===== src/rtl/axi_pkg.sv =====
// AXI-Lite response encodings and the 32-bit AXI-Lite channel structs
// shared by the APB bridge and its bench.
package axi_pkg;

    localparam logic [1:0] RESP_OKAY   = 2'b00;
    localparam logic [1:0] RESP_SLVERR = 2'b10;

    typedef struct packed {
        logic [31:0] addr;
        logic [2:0]  prot;
    } axi_lite_ax_t;

    typedef struct packed {
        logic [31:0] data;
        logic [3:0]  strb;
    } axi_lite_w_t;

    typedef struct packed {
        logic [1:0] resp;
    } axi_lite_b_t;

    typedef struct packed {
        logic [31:0] data;
        logic [1:0]  resp;
    } axi_lite_r_t;

    typedef struct packed {
        axi_lite_ax_t aw;
        logic         aw_valid;
        axi_lite_w_t  w;
        logic         w_valid;
        logic         b_ready;
        axi_lite_ax_t ar;
        logic         ar_valid;
        logic         r_ready;
    } axi_lite_req_t;

    typedef struct packed {
        logic        aw_ready;
        logic        w_ready;
        axi_lite_b_t b;
        logic        b_valid;
        logic        ar_ready;
        axi_lite_r_t r;
        logic        r_valid;
    } axi_lite_rsp_t;

endpackage


===== src/rtl/axi_lite_to_apb_bridge.sv =====
// AXI4-Lite slave to single APB4 master bridge. One APB transfer at a time,
// round-robin between reads and writes, 1-deep bypass-free B and R slots.
//
// state  | meaning
// IDLE   | no transfer; requests may be accepted here only
// SETUP  | psel=1, penable=0, exactly one cycle
// ACCESS | psel=1, penable=1, held until pready_i
module axi_lite_to_apb_bridge
    import axi_pkg::*;
#(
    parameter int unsigned AddrWidth = 32,
    parameter int unsigned DataWidth = 32,
    parameter type axi_lite_req_t = axi_pkg::axi_lite_req_t,
    parameter type axi_lite_rsp_t = axi_pkg::axi_lite_rsp_t
) (
    input  logic                   clk_i,
    input  logic                   rst_ni,
    input  axi_lite_req_t          slv_req_i,
    output axi_lite_rsp_t          slv_resp_o,
    output logic [AddrWidth-1:0]   paddr_o,
    output logic [2:0]             pprot_o,
    output logic                   psel_o,
    output logic                   penable_o,
    output logic                   pwrite_o,
    output logic [DataWidth-1:0]   pwdata_o,
    output logic [DataWidth/8-1:0] pstrb_o,
    input  logic                   pready_i,
    input  logic [DataWidth-1:0]   prdata_i,
    input  logic                   pslverr_i
);

    typedef enum logic [1:0] {
        IDLE   = 2'd0,
        SETUP  = 2'd1,
        ACCESS = 2'd2
    } state_e;

    state_e                 state_q, state_d;
    logic                   last_was_write_q;
    logic [AddrWidth-1:0]   paddr_q;
    logic [2:0]             pprot_q;
    logic                   pwrite_q;
    logic [DataWidth-1:0]   pwdata_q;
    logic [DataWidth/8-1:0] pstrb_q;
    logic                   b_valid_q;
    logic [1:0]             b_resp_q;
    logic                   r_valid_q;
    logic [DataWidth-1:0]   r_data_q;
    logic [1:0]             r_resp_q;

    logic wr_elig, rd_elig, grant_wr, grant_rd, done;

    // Eligibility, round-robin grant and next state; grants are gated by
    // reset so no ready can leak out while rst_ni is low.
    always_comb begin
        state_d  = state_q;
        wr_elig  = rst_ni && (state_q == IDLE) && slv_req_i.aw_valid
                   && slv_req_i.w_valid && !b_valid_q;
        rd_elig  = rst_ni && (state_q == IDLE) && slv_req_i.ar_valid && !r_valid_q;
        grant_wr = wr_elig && (!rd_elig || !last_was_write_q);
        grant_rd = rd_elig && (!wr_elig || last_was_write_q);
        done     = (state_q == ACCESS) && pready_i;
        case (state_q)
            IDLE:    if (grant_wr || grant_rd) state_d = SETUP;
            SETUP:   state_d = ACCESS;
            ACCESS:  if (pready_i) state_d = IDLE;
            default: state_d = IDLE;
        endcase
    end

    // State register and arbitration history.
    always_ff @(posedge clk_i) begin
        if (!rst_ni) begin
            state_q          <= IDLE;
            last_was_write_q <= 1'b1;
        end else begin
            state_q <= state_d;
            if (grant_wr)      last_was_write_q <= 1'b1;
            else if (grant_rd) last_was_write_q <= 1'b0;
        end
    end

    // Capture the granted request into the APB outputs; held until the next grant.
    always_ff @(posedge clk_i) begin
        if (!rst_ni) begin
            paddr_q  <= '0;
            pprot_q  <= '0;
            pwrite_q <= 1'b0;
            pwdata_q <= '0;
            pstrb_q  <= '0;
        end else if (grant_wr) begin
            paddr_q  <= slv_req_i.aw.addr[AddrWidth-1:0];
            pprot_q  <= slv_req_i.aw.prot;
            pwrite_q <= 1'b1;
            pwdata_q <= slv_req_i.w.data[DataWidth-1:0];
            pstrb_q  <= slv_req_i.w.strb[DataWidth/8-1:0];
        end else if (grant_rd) begin
            paddr_q  <= slv_req_i.ar.addr[AddrWidth-1:0];
            pprot_q  <= slv_req_i.ar.prot;
            pwrite_q <= 1'b0;
            pwdata_q <= '0;
            pstrb_q  <= '0;
        end
    end

    // Response slots: drain on handshake, fill on APB completion. A slot is
    // never full at completion because acceptance required it empty.
    always_ff @(posedge clk_i) begin
        if (!rst_ni) begin
            b_valid_q <= 1'b0;
            b_resp_q  <= '0;
            r_valid_q <= 1'b0;
            r_data_q  <= '0;
            r_resp_q  <= '0;
        end else begin
            if (b_valid_q && slv_req_i.b_ready) b_valid_q <= 1'b0;
            if (r_valid_q && slv_req_i.r_ready) r_valid_q <= 1'b0;
            if (done && pwrite_q) begin
                b_valid_q <= 1'b1;
                b_resp_q  <= pslverr_i ? RESP_SLVERR : RESP_OKAY;
            end
            if (done && !pwrite_q) begin
                r_valid_q <= 1'b1;
                r_data_q  <= prdata_i;
                r_resp_q  <= pslverr_i ? RESP_SLVERR : RESP_OKAY;
            end
        end
    end

    // AXI-Lite response assembly; unused fields stay zero.
    always_comb begin
        slv_resp_o          = '0;
        slv_resp_o.aw_ready = grant_wr;
        slv_resp_o.w_ready  = grant_wr;
        slv_resp_o.ar_ready = grant_rd;
        slv_resp_o.b_valid  = b_valid_q;
        slv_resp_o.b.resp   = b_resp_q;
        slv_resp_o.r_valid  = r_valid_q;
        slv_resp_o.r.data   = r_data_q;
        slv_resp_o.r.resp   = r_resp_q;
    end

    assign psel_o    = (state_q != IDLE);
    assign penable_o = (state_q == ACCESS);
    assign paddr_o   = paddr_q;
    assign pprot_o   = pprot_q;
    assign pwrite_o  = pwrite_q;
    assign pwdata_o  = pwdata_q;
    assign pstrb_o   = pstrb_q;

endmodule

===== config.mk =====
export PLATFORM = sky130hd
export DESIGN_NAME = axi_lite_to_apb_bridge
export DESIGN_NICKNAME = d
export VERILOG_FILES = /design/src/rtl/axi_pkg.sv /design/src/rtl/axi_lite_to_apb_bridge.sv
export SDC_FILE = /design/constraint.sdc
export NUM_CORES = 1
export LEC_CHECK = 0
export BUFFER_PORTS_ARGS = -buffer_cell sky130_fd_sc_hd__buf_4
export CAP_MARGIN = 20
export CORE_MARGIN = 3
export CORE_UTILIZATION = 48
export CTS_CLUSTER_DIAMETER = 200
export DETAILED_ROUTE_END_ITERATION = 10
export MAX_ROUTING_LAYER = met4
export PLACE_DENSITY = 0.93
export SLEW_MARGIN = 30
export SYNTH_ARGS = -nofsm -noshare
export SYNTH_HDL_FRONTEND = slang
export SYNTH_SLANG_ARGS = --single-unit

===== constraint.sdc =====
create_clock -name clk_i -period 3.8 [get_ports clk_i]
set_input_delay 0.57 -clock clk_i [delete_from_list [all_inputs] [get_ports clk_i]]
set_output_delay 0.57 -clock clk_i [all_outputs]
set_load 0.02 [all_outputs]

# Word-level counts from Yosys, hierarchy flattened
# Index checks and enable logic that the tools add are counted.
[totals]
ff_bits = 113
inputBits = 147
output_inout_bits = 115
[op_classes]
eq_ne = 4
muxes = 18
bitwise_logic = 1
n_reduce_logical = 29
[op_table]
columns = ["op", "n"]
rows = [
  ["$mux W32", 4],
  ["$logic_and A1 B1 Y1", 13],
  ["$mux W4", 2],
  ["$reduce_bool A2 Y1", 4],
  ["$logic_not A1 Y1", 6],
  ["$mux W1", 6],
  ["$mux W2", 3],
  ["$mux W3", 2],
  ["$pmux W2 S3", 1],
  ["$ne A2 B1 Y1 const B", 2],
  ["$logic_or A1 B1 Y1", 3],
  ["$eq A2 B1 Y1 const B", 1],
  ["$eq A2 B2 Y1 const B", 1],
  ["$logic_not A2 Y1", 1],
  ["$reduce_and A2 Y1", 1],
  ["$reduce_or A2 Y1", 1],
  ["$not A1 Y1", 1],
]

# Depth between registers and ports, before layout
[depth]
depth_word = 11
depth_mapped = 6
depth_no_buf = 5

# Worst setup path after synthesis
# No wires, ideal clock.
[synth_path]
path_type = "input port to output port"
startpoint = "in rst_ni"
endpoint = "out slv_resp_o[39] (netlist name)"
t_arrival_ns = 1.404
t_required_ns = 3.230
slack_ns = 1.826
stages = 5
n_path_buf = 2
path_cell_list = "nor3b_4 nand3_4 clkinv_8 buf_8 buf_4"
[synth_via]
elab_chain_len = 6
word_cells_on_any_way = 9
[synth_rtl]
columns = ["item", "line_no", "rtl"]
rows = [
  ["from (decl)", "axi_lite_to_apb_bridge.sv:17", "input logic rst_ni,"],
  ["$logic_and A1 B1 Y1 *", "axi_lite_to_apb_bridge.sv:57, axi_lite_to_apb_bridge.sv:59", ""],
  ["$logic_and A1 B1 Y1 (2 in series)", "axi_lite_to_apb_bridge.sv:59", "rd_elig = rst_ni && (state_q == IDLE) && slv_req_i.ar_valid && !r_valid_q;"],
  ["$logic_not A1 Y1", "axi_lite_to_apb_bridge.sv:60", "grant_wr = wr_elig && (!rd_elig || !last_was_write_q);"],
  ["$logic_or A1 B1 Y1", "axi_lite_to_apb_bridge.sv:60", ""],
  ["$logic_and A1 B1 Y1 *", "axi_lite_to_apb_bridge.sv:60", ""],
  ["to (decl)", "axi_lite_to_apb_bridge.sv:19", "output axi_lite_rsp_t slv_resp_o,"],
]
# Every way passes the cells marked *; elsewhere a longest branch is shown, timed or not.

==> results.json <==
{
  "ir_drop_mv": 0.219,
  "synthTopCellsByArea": "dfxtp_1 47%, a22oi_2 8.7%, nand2_1 8.0%",
  "period_share": 0.735,
  "slowest_delay_ns": 0.49,
  "mappedNetlistArea_um2": 4730,
  "core_um2": 9420,
  "viasPerCell": 5.19,
  "synth_adder_area_share": 0,
  "drive_gt1_frac": 0.495,
  "yosysTopAreaCellShare": 0.470,
  "status": "complete, no violations",
  "clk_path_buf_depth": 2,
  "synth_top_area_cell": "dfxtp_1",
  "end_kind": "primary output",
  "grt_max_degree": 111,
  "synth_cells": 499,
  "routabilityCongestion": 0.827,
  "clk_pin_slew_worst_paths_ns": 0.11,
  "routed_wl_um": 13800,
  "critPathArrivalTime_ns": 2.22,
  "post_cts_buffers": 0,
  "cts_resized": 0,
  "ys_seq_area_frac": 0.470,
  "finalHoldViolCount": 0,
  "dpl-instance-area_um2": 6540,
  "hp-start": "prdata_i[24]",
  "multi_input_area_um2": 2170,
  "final_common_cell": "buf_4",
  "leakage_nw": 3.00,
  "drt-pass1-iter-count": 4,
  "die_h_um": 105,
  "power.total_w": 0.00254,
  "r2r_start": "state_q[1]",
  "synth_compound_gate_area_share": 0.276,
  "antenna_found_initial": 0,
  "crit_required_ns": 3.23,
  "cp_max_fo": 74,
  "final_max_slew_viol_count": 0,
  "htree_levels": 3,
  "synthFlopType": "dfxtp_1",
  "regArea_um2": 2220,
  "clock_latency_ns": 0.36,
  "cts_buffers": 9,
  "die_w_um": 105,
  "fmax_mhz": 358,
  "cp_top_family": "simple AND/OR/NAND/NOR gates",
  "grt_pass1_vias": 4382,
  "dpl.hpwl_um": 9990,
  "cap_violations": 0,
  "io-pin-count": 262,
  "slew_headroom": 0.333,
  "mostFrequentLayoutCells": "261 x buf_4, 111 x dfxtp_1, 101 x nand2_1",
  "post-route-util": 0.719,
  "cts_tree": "done",
  "postSynth.asyncResetShare": 0,
  "cts_root_buffer": "clkbuf_8",
  "vias": 4469,
  "port_buffers": 259,
  "area_delta_synth_final_pct": 43.1,
  "avgRoutedWirePerCell_um": 16.0,
  "start_util": 0.502,
  "synth_mux_area_frac": 0.00423,
  "power_density_nw_per_um2": 375,
  "setup.worst_path.class": "reg2out",
  "rsz0062_at_grt": "no",
  "crit_chain": "nor3b_4 -> nand3_4 -> clkinv_8 -> buf_4",
  "synthSimpleGateAreaFrac": 0.176,
  "skew_ns": 0.0123,
  "cts_hold_buf": 0,
  "num_rows": 35,
  "setup_tns_ns": 0,
  "postSynthAreaPerCell_um2": 9.48,
  "crit_start": "state_q[1]",
  "synth_top_family_by_area": "compound AO/OA/AOI/OAI gates",
  "fillers": 667,
  "synth-xor-area-share": 0,
  "die_area_um2": 11100,
  "cts_sinks": 111,
  "drc": 0,
  "grt_pass1_wl_um": 21500,
  "start_kind": "flip-flop",
  "drt_iter0_markers": 259,
  "yosysWarnings": 0,
  "setup-violations-final": 0,
  "crit_slowest_cell": "clkinv_8",
  "grt_use_total": 0.242,
  "ys_ff_latch": 111,
  "worstHoldPathType": "in2reg",
  "final_nets": 874,
  "synth-edff-count": 0,
  "ant_nets": 0,
  "fin_area_um2": 6770,
  "diodes": 0,
  "crit_buf_inv": 2,
  "post-route-min-period_ns": 2.79,
  "synthDistinctLibCells": 33,
  "tightest_slew_ns": 1.00,
  "overflow": 0
}
-- registers in the layout, summed over array words and instances, names as in the netlist --
name and cells:
pwrite_o 1, last_was_write_q 1, r_resp_q 1, r_valid_q 1
b_valid_q 1, r_data_q 32, pwdata_o 32, pprot_o 3
pstrb_o 4, b_resp_q 1, paddr_o 32, state_q 2
-- kinds of logic after synthesis --
group | count (synthesis)
buffers and inverters | 48
other | 1
flip-flops | 111
multiplexers | 2
AO/OA/AOI/OAI | 180
AND/OR/NAND/NOR | 157
-- per-layer routing --
| metal | track usage | vias to the layer above | part of all wire |
|---|---|---|---|
| li1 | - | 2146 | - |
| met1 | 0.279 | 2087 | 0.40 |
| met2 | 0.419 | 203 | 0.50 |
| met5 | - | - | 0 |
| met3 | 0.0533 | 33 | 0.071 |
| met4 | 0.0759 | 0 | 0.024 |
-- report_power, final --
group	internal, W	switching (W)
logic	0.000243	0.000258
registers	0.00122	0.0000334
clock network	0.000380	0.000408
-- per-stage QoR --
| step | std cells | worst slack, ns | hold slack (ns) |
|---|---|---|---|
| global placement | 844 | 1.16 | 0.441 |
| detailed placement | 845 | 1.11 | 0.446 |
| global route | 861 | 0.866 | 0.437 |
| finish | 861 | 1.01 | 0.445 |
| floorplan | 500 | 1.83 | 0.470 |
| CTS | 861 | 0.992 | 0.429 |
-- path summary, 6_finish.rpt --
check | to | slack, ns | cells past startpoint
worst max-delay path | slv_resp_o[39] | 1.01 | 4
worst min-delay path | r_data_q[24] | 0.44 | 3
worst max register to register | paddr_o[21] | 1.74 | 5
worst min register to register | r_data_q[24] | 0.46 | 2
-- tightest hold or removal path, cell delays in order --
cell,delay [ns]
buf_4,0.11
nand2_1,0.04
a21boi_1,0.05
-- synthesized netlist by cell type (7+ instances only) --
cell type and number:
dfxtp_1 111, nand2_1 101, a21oi_1 59, a21boi_1 34
a22oi_2 33, nor2b_2 33, o21ai_1 31, buf_4 15
clkbuf_1 15, a21oi_2 12, buf_2 9, nor2b_1 7
-- final cells by class --
cell class                      count  area share
Clock buffer                        9      0.0183
Clock inverter                      7      0.0153
Inverter                            2     0.00296
Multi-Input combinational cell    341       0.320
Sequential cell                   111       0.328
Tap cell                          129      0.0238
Timing Repair Buffer              262       0.291
Power figures use the tool's default switching activity.
